==> config.mk <==
export PLATFORM = sky130hd
export DESIGN_NAME = bsg_fifo_1r1w_small_hardened_multi
export DESIGN_NICKNAME = d
export VERILOG_FILES = /design/src/rtl/bsg_fifo_multi_pkg.sv /design/src/rtl/bsg_fifo_multi_chan_tracker.sv /design/src/rtl/bsg_fifo_1r1w_small_hardened_multi.sv
export SDC_FILE = /design/constraint.sdc
export NUM_CORES = 1
export LEC_CHECK = 0
export BUFFER_PORTS_ARGS = -buffer_cell sky130_fd_sc_hd__buf_2
export CORE_UTILIZATION = 26
export CTS_CLUSTER_DIAMETER = 200
export DETAILED_ROUTE_END_ITERATION = 7
export PLACE_DENSITY = 0.42
export SLEW_MARGIN = 20
export SYNTH_ARGS = -nofsm -noshare
export SYNTH_HDL_FRONTEND = slang
export SYNTH_HIERARCHICAL = 1
export SYNTH_SLANG_ARGS = --single-unit
==> constraint.sdc <==
create_clock -name clk_i -period 4 [get_ports clk_i]
set_clock_uncertainty 0.15 [all_clocks]
set_input_delay 0.2 -clock clk_i [delete_from_list [all_inputs] [get_ports clk_i]]
set_output_delay 0.2 -clock clk_i [all_outputs]
set_load 0.01 [all_outputs]
==> src/rtl/bsg_fifo_multi_pkg.sv <==
// Shared types and helpers for the multi-channel hardened small FIFO.
// Latency: none (declarations only).
// Backpressure: n/a.
package bsg_fifo_multi_pkg;

  // Counter width for per-channel bookkeeping. Pointers are masked to the
  // real pointer width, so their upper bits stay constant zero.
  localparam int cnt_w_lp = 16;
  typedef logic [cnt_w_lp-1:0] cnt_t;

  // Per-channel state: write pointer, issue pointer, held entries, and
  // entries written but not yet issued to the output stage.
  typedef struct packed {
    cnt_t wptr;
    cnt_t rptr;
    cnt_t total;
    cnt_t pend;
  } chan_state_s;

  // Channel-id width; a single channel still needs one bit.
  function automatic int safe_clog2(input int n);
    return (n <= 1) ? 1 : $clog2(n);
  endfunction

endpackage

==> src/rtl/bsg_fifo_multi_chan_tracker.sv <==
// Per-channel pointer and occupancy tracker for the shared-memory FIFO.
// Latency: counters update on the clock edge after enq/issue/release.
// Backpressure: ready_o drops when the channel holds els_p unreleased entries.
module bsg_fifo_multi_chan_tracker
  import bsg_fifo_multi_pkg::*;
#(
  parameter  int els_p    = 4,
  localparam int ptr_w_lp = $clog2(els_p)
) (
  input  logic                clk_i,
  input  logic                reset_n_i,
  input  logic                enq_i,
  input  logic                issue_i,
  input  logic                release_i,
  output logic                ready_o,
  output logic                pend_nz_o,
  output logic [ptr_w_lp-1:0] wptr_o,
  output logic [ptr_w_lp-1:0] rptr_o
);

  localparam cnt_t ptr_mask_lp = cnt_t'(els_p - 1);
  localparam cnt_t els_lp      = cnt_t'(els_p);

  chan_state_s r_state;
  chan_state_s w_state_n;

  // Next state: pointers wrap mod els_p; total counts until release, pend until issue
  always_comb begin
    w_state_n = r_state;
    if (enq_i)   w_state_n.wptr = (r_state.wptr + cnt_t'(1)) & ptr_mask_lp;
    if (issue_i) w_state_n.rptr = (r_state.rptr + cnt_t'(1)) & ptr_mask_lp;
    w_state_n.total = r_state.total + cnt_t'(enq_i) - cnt_t'(release_i);
    w_state_n.pend  = r_state.pend  + cnt_t'(enq_i) - cnt_t'(issue_i);
  end

  // State register
  always_ff @(posedge clk_i or negedge reset_n_i) begin
    if (!reset_n_i) r_state <= '0;
    else            r_state <= w_state_n;
  end

  // Ready comes purely from registered occupancy: no path from enq or release
  assign ready_o   = (r_state.total < els_lp);
  assign pend_nz_o = (r_state.pend != '0);
  assign wptr_o    = ptr_w_lp'(r_state.wptr);
  assign rptr_o    = ptr_w_lp'(r_state.rptr);

endmodule

==> src/rtl/bsg_fifo_1r1w_small_hardened_multi.sv <==
// num_chan_p FIFOs sharing one sync-read memory; tagged enqueue, round-robin tagged dequeue.
// Latency: accept to v_o 2 cycles, 1 cycle with BSG_FIFO_MULTI_BYPASS_EN defined.
// Backpressure: per-channel ready_o from occupancy; output holds until yumi_i.
module bsg_fifo_1r1w_small_hardened_multi
  import bsg_fifo_multi_pkg::*;
#(
  parameter  int width_p    = 8,
  parameter  int els_p      = 4,
  parameter  int num_chan_p = 3,
  localparam int chan_w_lp  = safe_clog2(num_chan_p),
  localparam int ptr_w_lp   = $clog2(els_p)
) (
  input  logic                  clk_i,
  input  logic                  reset_n_i,
  input  logic                  v_i,
  input  logic [chan_w_lp-1:0]  chan_i,
  input  logic [width_p-1:0]    data_i,
  output logic [num_chan_p-1:0] ready_o,
  output logic                  v_o,
  output logic [chan_w_lp-1:0]  chan_o,
  output logic [width_p-1:0]    data_o,
  input  logic                  yumi_i
);

  logic                  r_v_o;
  logic [chan_w_lp-1:0]  r_chan_o;
  logic [chan_w_lp-1:0]  r_prio;
  logic [width_p-1:0]    r_rdata;
  logic [width_p-1:0]    r_mem [els_p*num_chan_p];

  logic [num_chan_p-1:0] w_enq_vec, w_iss_vec, w_rel_vec, w_pend_nz, w_elig;
  logic [ptr_w_lp-1:0]   w_wptr [num_chan_p];
  logic [ptr_w_lp-1:0]   w_rptr [num_chan_p];
  logic [ptr_w_lp-1:0]   w_wr_ptr, w_rd_ptr;
  logic [chan_w_lp-1:0]  w_gnt;
  logic                  w_any, w_gnt_pnz, w_yumi, w_issue, w_enq, w_rd_en;

  // A yumi without valid data is dropped so it cannot corrupt occupancy
  assign w_yumi  = yumi_i & r_v_o;
  assign w_issue = (~r_v_o | w_yumi) & w_any;
  assign w_enq   = |w_enq_vec;
  // Only a granted channel with stored entries reads memory; a bypass grant does not
  assign w_rd_en = w_issue & w_gnt_pnz;

  for (genvar c = 0; c < num_chan_p; c++) begin : g_chan
    assign w_enq_vec[c] = v_i & (chan_i == chan_w_lp'(c)) & ready_o[c];
    assign w_iss_vec[c] = w_issue & (w_gnt == chan_w_lp'(c));
    assign w_rel_vec[c] = w_yumi & (r_chan_o == chan_w_lp'(c));

    bsg_fifo_multi_chan_tracker #(.els_p(els_p)) u_trk (
      .clk_i     (clk_i),
      .reset_n_i (reset_n_i),
      .enq_i     (w_enq_vec[c]),
      .issue_i   (w_iss_vec[c]),
      .release_i (w_rel_vec[c]),
      .ready_o   (ready_o[c]),
      .pend_nz_o (w_pend_nz[c]),
      .wptr_o    (w_wptr[c]),
      .rptr_o    (w_rptr[c])
    );
  end

`ifdef BSG_FIFO_MULTI_BYPASS_EN
  // An empty channel being enqueued this cycle competes alongside stored entries
  assign w_elig = w_pend_nz | w_enq_vec;
`else
  assign w_elig = w_pend_nz;
`endif

  // Round-robin: first eligible channel at or above r_prio, else wrap to the lowest
  always_comb begin
    w_any = 1'b0;
    w_gnt = '0;
    for (int c = 0; c < num_chan_p; c++) begin
      if (!w_any && w_elig[c] && (chan_w_lp'(c) >= r_prio)) begin
        w_any = 1'b1;
        w_gnt = chan_w_lp'(c);
      end
    end
    for (int c = 0; c < num_chan_p; c++) begin
      if (!w_any && w_elig[c]) begin
        w_any = 1'b1;
        w_gnt = chan_w_lp'(c);
      end
    end
  end

  // Select write pointer of the enqueued channel and read pointer of the granted one
  always_comb begin
    w_wr_ptr  = '0;
    w_rd_ptr  = '0;
    w_gnt_pnz = 1'b0;
    for (int c = 0; c < num_chan_p; c++) begin
      if (w_enq_vec[c]) w_wr_ptr = w_wptr[c];
      if (w_gnt == chan_w_lp'(c)) begin
        w_rd_ptr  = w_rptr[c];
        w_gnt_pnz = w_pend_nz[c];
      end
    end
  end

  // Shared storage: write slot is always a released slot, so no read/write collision
  always_ff @(posedge clk_i) begin
    if (w_enq)   r_mem[{chan_i, w_wr_ptr}] <= data_i;
    if (w_rd_en) r_rdata <= r_mem[{w_gnt, w_rd_ptr}];
  end

  // Output stage tag and arbiter priority; both hold when nothing issues
  always_ff @(posedge clk_i or negedge reset_n_i) begin
    if (!reset_n_i) begin
      r_v_o    <= 1'b0;
      r_chan_o <= '0;
      r_prio   <= '0;
    end else if (w_issue) begin
      r_v_o    <= 1'b1;
      r_chan_o <= w_gnt;
      r_prio   <= (w_gnt == chan_w_lp'(num_chan_p - 1)) ? '0 : w_gnt + 1'b1;
    end else if (w_yumi) begin
      r_v_o    <= 1'b0;
    end
  end

`ifdef BSG_FIFO_MULTI_BYPASS_EN
  logic               r_byp_sel;
  logic [width_p-1:0] r_byp_dat;

  // Remember whether the entry on the output came from the bypass path
  always_ff @(posedge clk_i or negedge reset_n_i) begin
    if (!reset_n_i)   r_byp_sel <= 1'b0;
    else if (w_issue) r_byp_sel <= ~w_gnt_pnz;
  end

  // Capture enqueue payload when it skips the memory
  always_ff @(posedge clk_i) begin
    if (w_issue & ~w_gnt_pnz) r_byp_dat <= data_i;
  end

  assign data_o = r_byp_sel ? r_byp_dat : r_rdata;
`else
  assign data_o = r_rdata;
`endif

  assign v_o    = r_v_o;
  assign chan_o = r_chan_o;

endmodule

==> results.json, run 1 <==
{
  "setup_viol": 0,
  "yosysWarnings": 6,
  "pin_count": 28,
  "startpoint": "g_chan[1].u_trk/r_state[9]",
  "fin_cells": 2029,
  "hold_path.class": "in2reg",
  "crit_path_start_kind": "flip-flop",
  "clockBufferDepth": 3,
  "drc_errors": 0,
  "cp_common_cell": "buf_4",
  "portBuffers": 27,
  "slew_viol_final": 0,
  "initial_core_util_pct": 26.3,
  "cp_cell_sequence": "inv_2 > ha_4 > nand4_1 > nor3b_2 > nand4_1 > buf_4 > o31ai_4 > buf_4 > nor2_2 > ha_2 > inv_1 > ha_2 > buf_4 > a211oi_1 > o41a_1 > o32a_1 > o21bai_1 > xnor2_1",
  "slew_headroom_pct": 36.8,
  "wl_per_cell_um": 14.4,
  "r2r_start": "g_chan[1].u_trk/r_state[9]",
  "postRouteAntennaNets": 0,
  "synth_cell_types": 86,
  "drive_above_1_share_pct": 17.8,
  "ff2ff_setup_slack_ps": 80,
  "synth_area_leaders": "edfxtp_1 (24%), dfrtp_1 (21%), ha_1 (14%), inv_1 (4.4%), xnor2_1 (4.0%)",
  "grt_first_pass_wirelength_um": 48700,
  "vias_per_cell": 4.45,
  "grt_antenna_before_repair": 0,
  "place_area_um2": 14500,
  "design_area_um2": 15800,
  "pre_cts_ws_ps": -121,
  "crit_end": "g_chan[0].u_trk/r_state[11]",
  "synth_cells": 1215,
  "numPlacedInstances": 1954,
  "post-synth-top-area-cell": "edfxtp_1",
  "place_congestion": 0.756,
  "status": "completed",
  "syn_nets": 1379,
  "nets": 1499,
  "tightest_slew_ps": 949,
  "synth_flop_cell": "dfrtp_1",
  "rows": 82,
  "synthesis.area_um2": 13200,
  "arrival_ps": 4220,
  "critPathSlowestCell": "o41a_1",
  "antennaDiodeCount": 0,
  "clock_latency_ps": 560,
  "synth_top_area_share_pct": 23.7,
  "via_count": 9020,
  "ys_seq_elements": 217,
  "critPathMaxFanout": 4,
  "synth.avg_cell_area_um2": 10.9,
  "yosysSeqAreaShare_pct": 45.1,
  "area_delta_synth_final_pct": 19.8,
  "dieHeight_um": 227,
  "cts_tree": "yes",
  "dr.pass1.iters": 7,
  "finalHoldViolations": 0,
  "max_freq_mhz": 255,
  "reg2reg_depth": 18,
  "cp_slowest_stage_delay_ps": 470,
  "htree_levels": 1,
  "core-area_um2": 50200,
  "hpwlAfterDp_um": 21400,
  "synth-edff-count": 104,
  "fill_cells": 5103,
  "rsz0062_at_grt": "yes",
  "cts_sinks": 217,
  "endpoint_kind": "flip-flop",
  "drtIter0Drc": 318,
  "cts_made_buffers": 28,
  "dieWidth_um": 227,
  "layout_setup_ws_ps": 84.3,
  "timing.rr.end": "g_chan[0].u_trk/r_state[11]",
  "cts_root_buf": "clkbuf_16",
  "cp_data_required_time_ps": 4310,
  "async_flop_share_pct": 52.1,
  "grt_start_max_net_pins": 79,
  "drv_cap": 0,
  "grt_use_total_pct": 11.8,
  "grt_pass1_vias": 9509,
  "fin_crit_sh_pct": 97.9,
  "critPathKind": "reg2reg",
  "path_clk_slew_ps": 60,
  "routed_wl_um": 29300,
  "die_area_um2": 51700,
  "fin_crit_ps": 3920,
  "grt_overflow_total": 0
}
## worst min-delay path by stage
stage	startpoint	end	slack [ps]	cells past startpoint
finish	chan_i[0]	g_chan[1].u_trk/r_state[16]	30	4
detailed placement	reset_n_i	g_chan[0].u_trk/r_state[26]	200	1
global placement	reset_n_i	g_chan[2].u_trk/r_state[9]	200	1
floorplan	reset_n_i	chan_o[0]	-250	0
CTS	chan_i[0]	g_chan[1].u_trk/r_state[16]	3	4
global route	chan_i[0]	g_chan[1].u_trk/r_state[16]	90	4
## metrics by stage
stage	TNS (ps)	util, %	hold WS (ps)
final	0	31.5	29.0
after global routing	-605	31.5	93.7
after CTS	0	31.1	3.42
after detailed placement	-240	28.9	197
after global placement	-83.1	28.9	205
after floorplan	0	-	-246
## cell type report
cell class	instances	area [µm²]	share of cell area (%)
clock buffer	44	862	5.45
clock inverter	8	67.6	0.427
inverter	156	588	3.72
multi-input combinational	812	6620	41.9
sequential	217	5950	37.6
tap	672	841	5.32
timing repair buffer	120	880	5.56
## worst max-delay path: cells and delay by family, from the launching register on
| kind | cells | cell delay [ps] |
|---|---|---|
| buffers and inverters | 5 | 610 |
| AO/OA/AOI/OAI | 5 | 1400 |
| XOR/XNOR | 1 | 140 |
| flip-flops | 1 | 390 |
| adder cells (fa/ha/maj) | 3 | 550 |
| AND/OR/NAND/NOR | 4 | 560 |
## layout by cell type, fill, tap and decap left out, types with 10 or more instances in the layout
cell / instances
a21oi_1: 53
ha_1: 139
o21ai_0: 26
dlygate4sd3_1: 11
a221oi_1: 17
buf_2: 26
nand2b_1: 23
nand3b_1: 12
buf_4: 81
mux2_2: 16
o211ai_1: 11
a31oi_1: 12
nor2_1: 70
nor3_1: 18
xor2_1: 22
xnor2_1: 61
edfxtp_1: 104
a21o_1: 19
nor2b_1: 23
a211oi_1: 10
dfrtp_1: 113
clkbuf_16: 29
inv_1: 150
o221ai_1: 10
nand3_1: 20
nand2_1: 53
mux2i_1: 17
## cells by family after synthesis
family / synth area share, %
xor+xnor: 5.51
simple gates: 11.9
fa+ha+maj: 14.6
mux: 2.65
flops: 45.1
buf+inv: 5.98
compound gates: 14.3
## state kept, by name, summed over array words and instances, names as in the netlist
name                  cells
g_chan.u_trk/wptr_o       6
r_mem                    96
v_o                       1
chan_o                    2
data_o                    8
r_prio                    2
g_chan.u_trk/rptr_o       6
g_chan.u_trk/r_state     96
## synthesized netlist by cell type (5+ instances only)
cell	n
a21oi_1	55
a21o_1	19
or2_0	5
mux2i_1	17
a31o_2	8
o211ai_1	11
ha_1	144
o2111ai_1	6
a211oi_1	11
buf_4	14
nand2b_1	24
mux2_2	16
a211oi_2	5
o221ai_1	10
nand4_1	8
nor3_1	19
and2b_2	5
dfrtp_1	113
o21ai_1	8
nand3_1	21
edfxtp_1	104
nor2_1	72
inv_1	154
xor2_1	22
nor3b_1	9
xnor2_1	61
nor2b_1	24
o21bai_1	8
or3_1	5
nand2_1	53
nand3b_1	12
and3_1	8
o21ai_0	26
a221oi_2	5
a221oi_1	17
a31oi_1	12
fa_1	6
buf_2	5
## metal layers
metal / vias to the layer above / GRT usage (%) / share of wire [%]
met1: 4320 / 15.5 / 48
met2: 86 / 19.7 / 46
li1: 4565 / - / -
met4: 0 / 3.14 / 2.2
met3: 49 / 2.21 / 3.5
met5: - / 0 / 0
## timing repair
action                     in CTS  in global routing
setup endpoints to repair       6                 26
resized for setup               7                 27
hold buffers                   11                  0
hold endpoints to repair      174                  0
pin swaps                       7                 24
buffers inserted                2                 10
Power of run 1 is left out: the tool's default activity adds up to more than one toggle a clock period on the data nets, which glitch-free logic cannot reach.
==> inputs of run 2 (changes only) <==
--- a/config.mk
+++ b/config.mk
@@ -6,10 +6,13 @@
 export NUM_CORES = 1
 export LEC_CHECK = 0
 export BUFFER_PORTS_ARGS = -buffer_cell sky130_fd_sc_hd__buf_2
+export CORE_ASPECT_RATIO = 1.2
 export CORE_UTILIZATION = 26
 export CTS_CLUSTER_DIAMETER = 200
 export DETAILED_ROUTE_END_ITERATION = 7
 export PLACE_DENSITY = 0.42
+export REMOVE_ABC_BUFFERS = 1
+export SKIP_LAST_GASP = 1
 export SLEW_MARGIN = 20
 export SYNTH_ARGS = -nofsm -noshare
 export SYNTH_HDL_FRONTEND = slang
==> run 2 against run 1 <==
Core utilization shrank 0.11 points; worst setup slack gained 3.4 ps; non-clock buffer count shrank 6.
==> results.json, run 2 (synthesized netlist as in run 1, its figures left out) <==
{
  "status": "completed",
  "place_area_um2": 14400,
  "slew_viol_final": 0,
  "drive_above_1_share_pct": 18.1,
  "grt_use_total_pct": 11.7,
  "setup_tns_ps": 0,
  "vias_per_cell": 4.54,
  "setup_viol": 0,
  "cts_tree": "yes",
  "rsz0062_at_grt": "yes",
  "antennaDiodeCount": 0,
  "drv_cap": 0,
  "dieWidth_um": 208,
  "fin_crit_ps": 3910,
  "cts_made_buffers": 27,
  "grt_start_max_net_pins": 67,
  "clockBufferDepth": 3,
  "core-area_um2": 50200,
  "wl_per_cell_um": 15.2,
  "grt_antenna_before_repair": 0,
  "endpoint_kind": "flip-flop",
  "clock_latency_ps": 550,
  "layout_common_cells": "inv_1 (144), ha_1 (138), dfrtp_1 (113), edfxtp_1 (104), buf_4 (74)",
  "hpwlAfterDp_um": 22100,
  "holdWs_ps": 66.9,
  "numPlacedInstances": 1920,
  "grt_first_pass_wirelength_um": 49400,
  "critPathSlowestCell": "or3b_4",
  "area_delta_synth_final_pct": 19.5,
  "htree_levels": 1,
  "drc_errors": 0,
  "fin_cells": 1992,
  "reg2reg_depth": 19,
  "initial_core_util_pct": 26.3,
  "nets": 1492,
  "multiInputGateArea_um2": 6690,
  "critPathKind": "reg2reg",
  "crit_path_start_kind": "flip-flop",
  "final_common_cell": "inv_1",
  "postRouteAntennaNets": 0,
  "fill_cells": 5199,
  "cp_slowest_stage_delay_ps": 460,
  "cp_cell_sequence": "inv_2 > ha_4 > nand4_1 > nor3b_2 > nand4_1 > or3b_4 > nand3_2 > and3_4 > ha_4 > inv_2 > ha_4 > inv_2 > fa_2 > nor2b_2 > o21bai_1 > a31o_2 > a22o_1 > nand2b_4 > a221oi_2",
  "dr.pass1.iters": 4,
  "grt_pass1_vias": 9539,
  "finalHoldViolations": 0,
  "final-seq-area_um2": 5950,
  "grt_overflow_total": 0,
  "via_count": 9047,
  "cts_sinks": 217,
  "die_area_um2": 51700,
  "cp_top_family": "simple AND/OR/NAND/NOR gates",
  "fin_crit_sh_pct": 97.8,
  "portBuffers": 27,
  "rows": 90,
  "dieHeight_um": 249,
  "arrival_ps": 4210,
  "slew_headroom_pct": 38.9,
  "path_buf_inv": 3,
  "cp_data_required_time_ps": 4300,
  "ff2ff_setup_slack_ps": 90,
  "hold_path.class": "in2async",
  "crit_cells": 19,
  "tightest_slew_ps": 917,
  "design_area_um2": 15800,
  "drtIter0Drc": 326,
  "place_congestion": 0.732,
  "routed_wl_um": 30300,
  "cts_root_buf": "clkbuf_16",
  "path_clk_slew_ps": 60,
  "pin_count": 28,
  "max_freq_mhz": 256,
  "critPathMaxFanout": 3
}
-- run 2: changes by cell type in the layout (fill, tap and decap cells not counted), moves of 3 or more --
cell and delta:
bufinv_16 +3, inv_2 +7, clkbuf_8 -8, buf_4 -7, clkinv_1 +3, inv_1 -6
-- run 2: through the flow --
step	util (%)	setup WS [ps]
2_1_floorplan	-	42.3
3_3_place_gp	28.8	-136
3_5_place_dp	28.8	-214
4_1_cts	30.9	-32.2
5_1_grt	31.4	-147
6_report	31.4	87.8
-- run 2: worst paths after layout --
path                                                  from                          end
worst max-delay path            g_chan[1].u_trk/r_state[9]  g_chan[2].u_trk/r_state[10]
worst min-delay path                             reset_n_i  g_chan[2].u_trk/r_state[26]
worst max register to register  g_chan[1].u_trk/r_state[9]  g_chan[2].u_trk/r_state[10]
worst min register to register   g_chan[2].u_trk/wptr_o[1]    g_chan[2].u_trk/wptr_o[1]
max in group asynchronous                        reset_n_i  g_chan[0].u_trk/r_state[18]
min in group clk_i                                  yumi_i                          v_o
-- run 2: layout make-up --
cell class | instances | area share [%]
Sequential cell | 217 | 37.7
Tap cell | 644 | 5.11
Clock buffer | 35 | 4.61
Timing Repair Buffer | 114 | 5.32
Clock inverter | 14 | 1.10
Multi-Input combinational cell | 812 | 42.4
Inverter | 156 | 3.71
-- run 2: what timing repair did --
action	4_1_cts	5_1_grt
hold buffers	10	0
endpoints found under the setup margin	17	30
pin swaps	6	28
setup buffers	4	11
resized for setup	10	43
gates cloned	0	0
hold endpoints to repair	161	0
-- run 2: worst register-to-register path, cell delays in order (launching register included) --
cell      delay [ps]
dfrtp_1          380
inv_2             80
ha_4             130
nand4_1          140
nor3b_2          230
nand4_1          220
or3b_4           460
nand3_2           80
and3_4           200
ha_4             190
inv_2             60
ha_4             120
inv_2             40
fa_2             360
nor2b_2          130
o21bai_1          80
a31o_2           230
a22o_1           190
nand2b_4         140
a221oi_2         210
-- run 2: routing by layer --
metal  vias up  share of wire (%)  global-route usage [%]
li1       4544                  -                       -
met1      4372                 45                    14.2
met2        92                 50                    21.5
met3        39                3.0                    1.58
met4         0                2.0                    3.28
met5         -                  0                       0
Power of run 2 is left out for the same reason.
==> inputs of run 3 (changes only) <==
--- a/config.mk
+++ b/config.mk
@@ -5,6 +5,7 @@
 export SDC_FILE = /design/constraint.sdc
 export NUM_CORES = 1
 export LEC_CHECK = 0
+export ABC_AREA = 1
 export BUFFER_PORTS_ARGS = -buffer_cell sky130_fd_sc_hd__buf_2
 export CORE_ASPECT_RATIO = 1.2
 export CORE_UTILIZATION = 26
==> run 3 against run 2 <==
Synthesized area is 11% higher; critical path depth is 6 higher; sequential share of layout area is 2.8 points lower; first-iteration DRC count is 36% higher; flip-flop and latch count stayed put; count of clock-buffer cells in the layout stayed put; worst setup slack better by 190 ps; largest cell class unchanged.
==> results.json, run 3 <==
{
  "status": "completed",
  "grt_antenna_before_repair": 0,
  "dr.pass1.iters": 5,
  "synth-edff-count": 104,
  "path_buf_inv": 8,
  "layout_common_cells": "nand2_1 (546), inv_1 (420), nand3_1 (151), ha_1 (140), dfrtp_1 (113)",
  "cp_data_required_time_ps": 4340,
  "hpwlAfterDp_um": 26000,
  "critPathMaxFanout": 4,
  "core-area_um2": 55900,
  "grt_overflow_total": 0,
  "place_congestion": 0.790,
  "cts_sinks": 217,
  "postRouteAntennaNets": 0,
  "antennaDiodeCount": 0,
  "rows": 95,
  "clock_latency_ps": 570,
  "fin_crit_ps": 3720,
  "yosysMostFrequentCell": "nand2_1",
  "fill_cells": 6042,
  "grt_start_max_net_pins": 62,
  "rsz0062_at_grt": "yes",
  "fin_util_pct": 30.5,
  "post-synth-top-area-cell": "edfxtp_1",
  "async_flop_share_pct": 52.1,
  "synth_cell_types": 33,
  "ys_seq_elements": 217,
  "grt_use_total_pct": 12.7,
  "endpoint_kind": "flip-flop",
  "nets": 2122,
  "synth_top_area_share_pct": 21.3,
  "multiInputGateArea_um2": 6950,
  "via_count": 11200,
  "critPathSlowestCell": "dfrtp_1",
  "slew_headroom_pct": 44.0,
  "cp_slowest_stage_delay_ps": 390,
  "ff2ff_setup_slack_ps": 280,
  "finalHoldViolations": 0,
  "synthesis.area_um2": 14700,
  "max_freq_mhz": 269,
  "cp_top_family": "simple AND/OR/NAND/NOR gates",
  "critPathKind": "reg2reg",
  "yosysSeqAreaShare_pct": 40.6,
  "drive_above_1_share_pct": 11.0,
  "synth_area_leaders": "edfxtp_1 (21%), dfrtp_1 (19%), nand2_1 (14%), ha_1 (12%), inv_1 (11%)",
  "htree_levels": 1,
  "crit_path_start_kind": "flip-flop",
  "tightest_slew_ps": 837,
  "area_delta_synth_final_pct": 16.0,
  "dieWidth_um": 219,
  "fin_crit_sh_pct": 93.0,
  "portBuffers": 27,
  "cts_root_buf": "clkbuf_16",
  "routed_wl_um": 35300,
  "initial_core_util_pct": 26.3,
  "slew_viol_final": 0,
  "arrival_ps": 4060,
  "synth_flop_cell": "dfrtp_1",
  "final-seq-area_um2": 5950,
  "place_area_um2": 15700,
  "design_area_um2": 17000,
  "grt_pass1_vias": 11800,
  "yosysWarnings": 6,
  "vias_per_cell": 4.14,
  "drc_errors": 0,
  "final_common_cell": "nand2_1",
  "clockBufferDepth": 3,
  "drtIter0Drc": 442,
  "die_area_um2": 57400,
  "synth.avg_cell_area_um2": 7.75,
  "grt_first_pass_wirelength_um": 58700,
  "cts_made_buffers": 28,
  "cts_tree": "yes",
  "hold_path.class": "in2async",
  "setup_viol": 0,
  "synthTopCellsByCount": "nand2_1 (558), inv_1 (429), nand3_1 (158)",
  "drv_cap": 0,
  "wl_per_cell_um": 13.1,
  "pin_count": 28,
  "synth_cells": 1892,
  "path_clk_slew_ps": 60,
  "dieHeight_um": 262
}
[run 3: cell types whose count changed after synthesis, sizes merged, moves of 20 or more]
cell	change
a21o	-21
nor2b	-24
nor2	+50
a221oi	-22
xor2	+20
nand2b	-25
nand2	+513
o21ai	-32
xnor2	-49
nand3	+139
inv	+297
[run 3: worst reg2reg max path, cell delays in order (launching register included)]
cell     delay, ps
dfrtp_1        390
inv_2           90
ha_4           140
nand2_4         50
nor3_4         170
nand4_1        220
buf_6          210
o31ai_4        270
inv_2           70
nand3_2         70
nand2_2         90
nor2_1         110
inv_1           60
nor2_2         130
ha_1           230
inv_1           60
ha_2           170
inv_2           40
fa_2           360
inv_2           60
nand2_2         40
nand2_2         90
nand3_2         70
nand2_2        100
buf_4          110
xor2_1         130
[run 3: path summary, 6_finish.rpt]
kind | cells past startpoint | end | startpoint
worst min-delay path | 2 | g_chan[2].u_trk/r_state[8] | reset_n_i
worst min register to register | 1 | g_chan[1].u_trk/wptr_o[1] | g_chan[1].u_trk/wptr_o[1]
worst max register to register | 25 | g_chan[0].u_trk/r_state[6] | g_chan[1].u_trk/r_state[5]
max in group asynchronous | 3 | g_chan[0].u_trk/r_state[0] | reset_n_i
worst max-delay path | 25 | g_chan[0].u_trk/r_state[6] | g_chan[1].u_trk/r_state[5]
min in group clk_i | 4 | g_chan[0].u_trk/wptr_o[0] | v_i
[run 3: final cells by class]
cell class | instances | area share [%]
multi-input combinational | 1187 | 40.8
sequential | 217 | 35.0
inverter | 455 | 10.0
tap | 727 | 5.35
clock buffer | 35 | 4.51
timing repair buffer | 69 | 3.02
clock inverter | 16 | 1.27
[run 3: what timing repair did]
item	in CTS	in global routing
hold endpoints to repair	156	0
buffers inserted	0	9
resized for setup	0	48
setup endpoints to repair	0	18
hold buffers	10	0
[run 3: layer usage]
metal	part of all wire (%)	wire (µm)	vias to the layer above	global-route usage [%]
met5	0	0	-	0
met4	2.5	901	0	3.45
met3	2.3	824	44	1.59
met2	51	17900	102	23.5
met1	44	15700	5137	15.1
li1	-	-	5916	-
[run 3: stage by stage]
stage	hold slack (ps)	TNS, ps	instances	setup WS [ps]
3_3_place_gp	104	0	2636	103
5_1_grt	87.9	-186	2706	-60.3
3_5_place_dp	100	0	2636	54.4
4_1_cts	62.6	0	2697	60.1
2_1_floorplan	-246	-1760	1859	-220
6_report	30.3	0	2706	280
[run 3: cells by family (layout without fill, tap and decap cells)]
logic type,count (synthesis),after routing,synth area share (%)
and+or+nand+nor,912,912,27.1
buffers and inverters,488,575,13.0
DFF,217,217,40.6
adders and majority gates,150,150,13.1
AOI/OAI and AO/OA,71,71,3.02
xor gates and xnor gates,54,54,3.22
Power of run 3 is left out for the same reason.
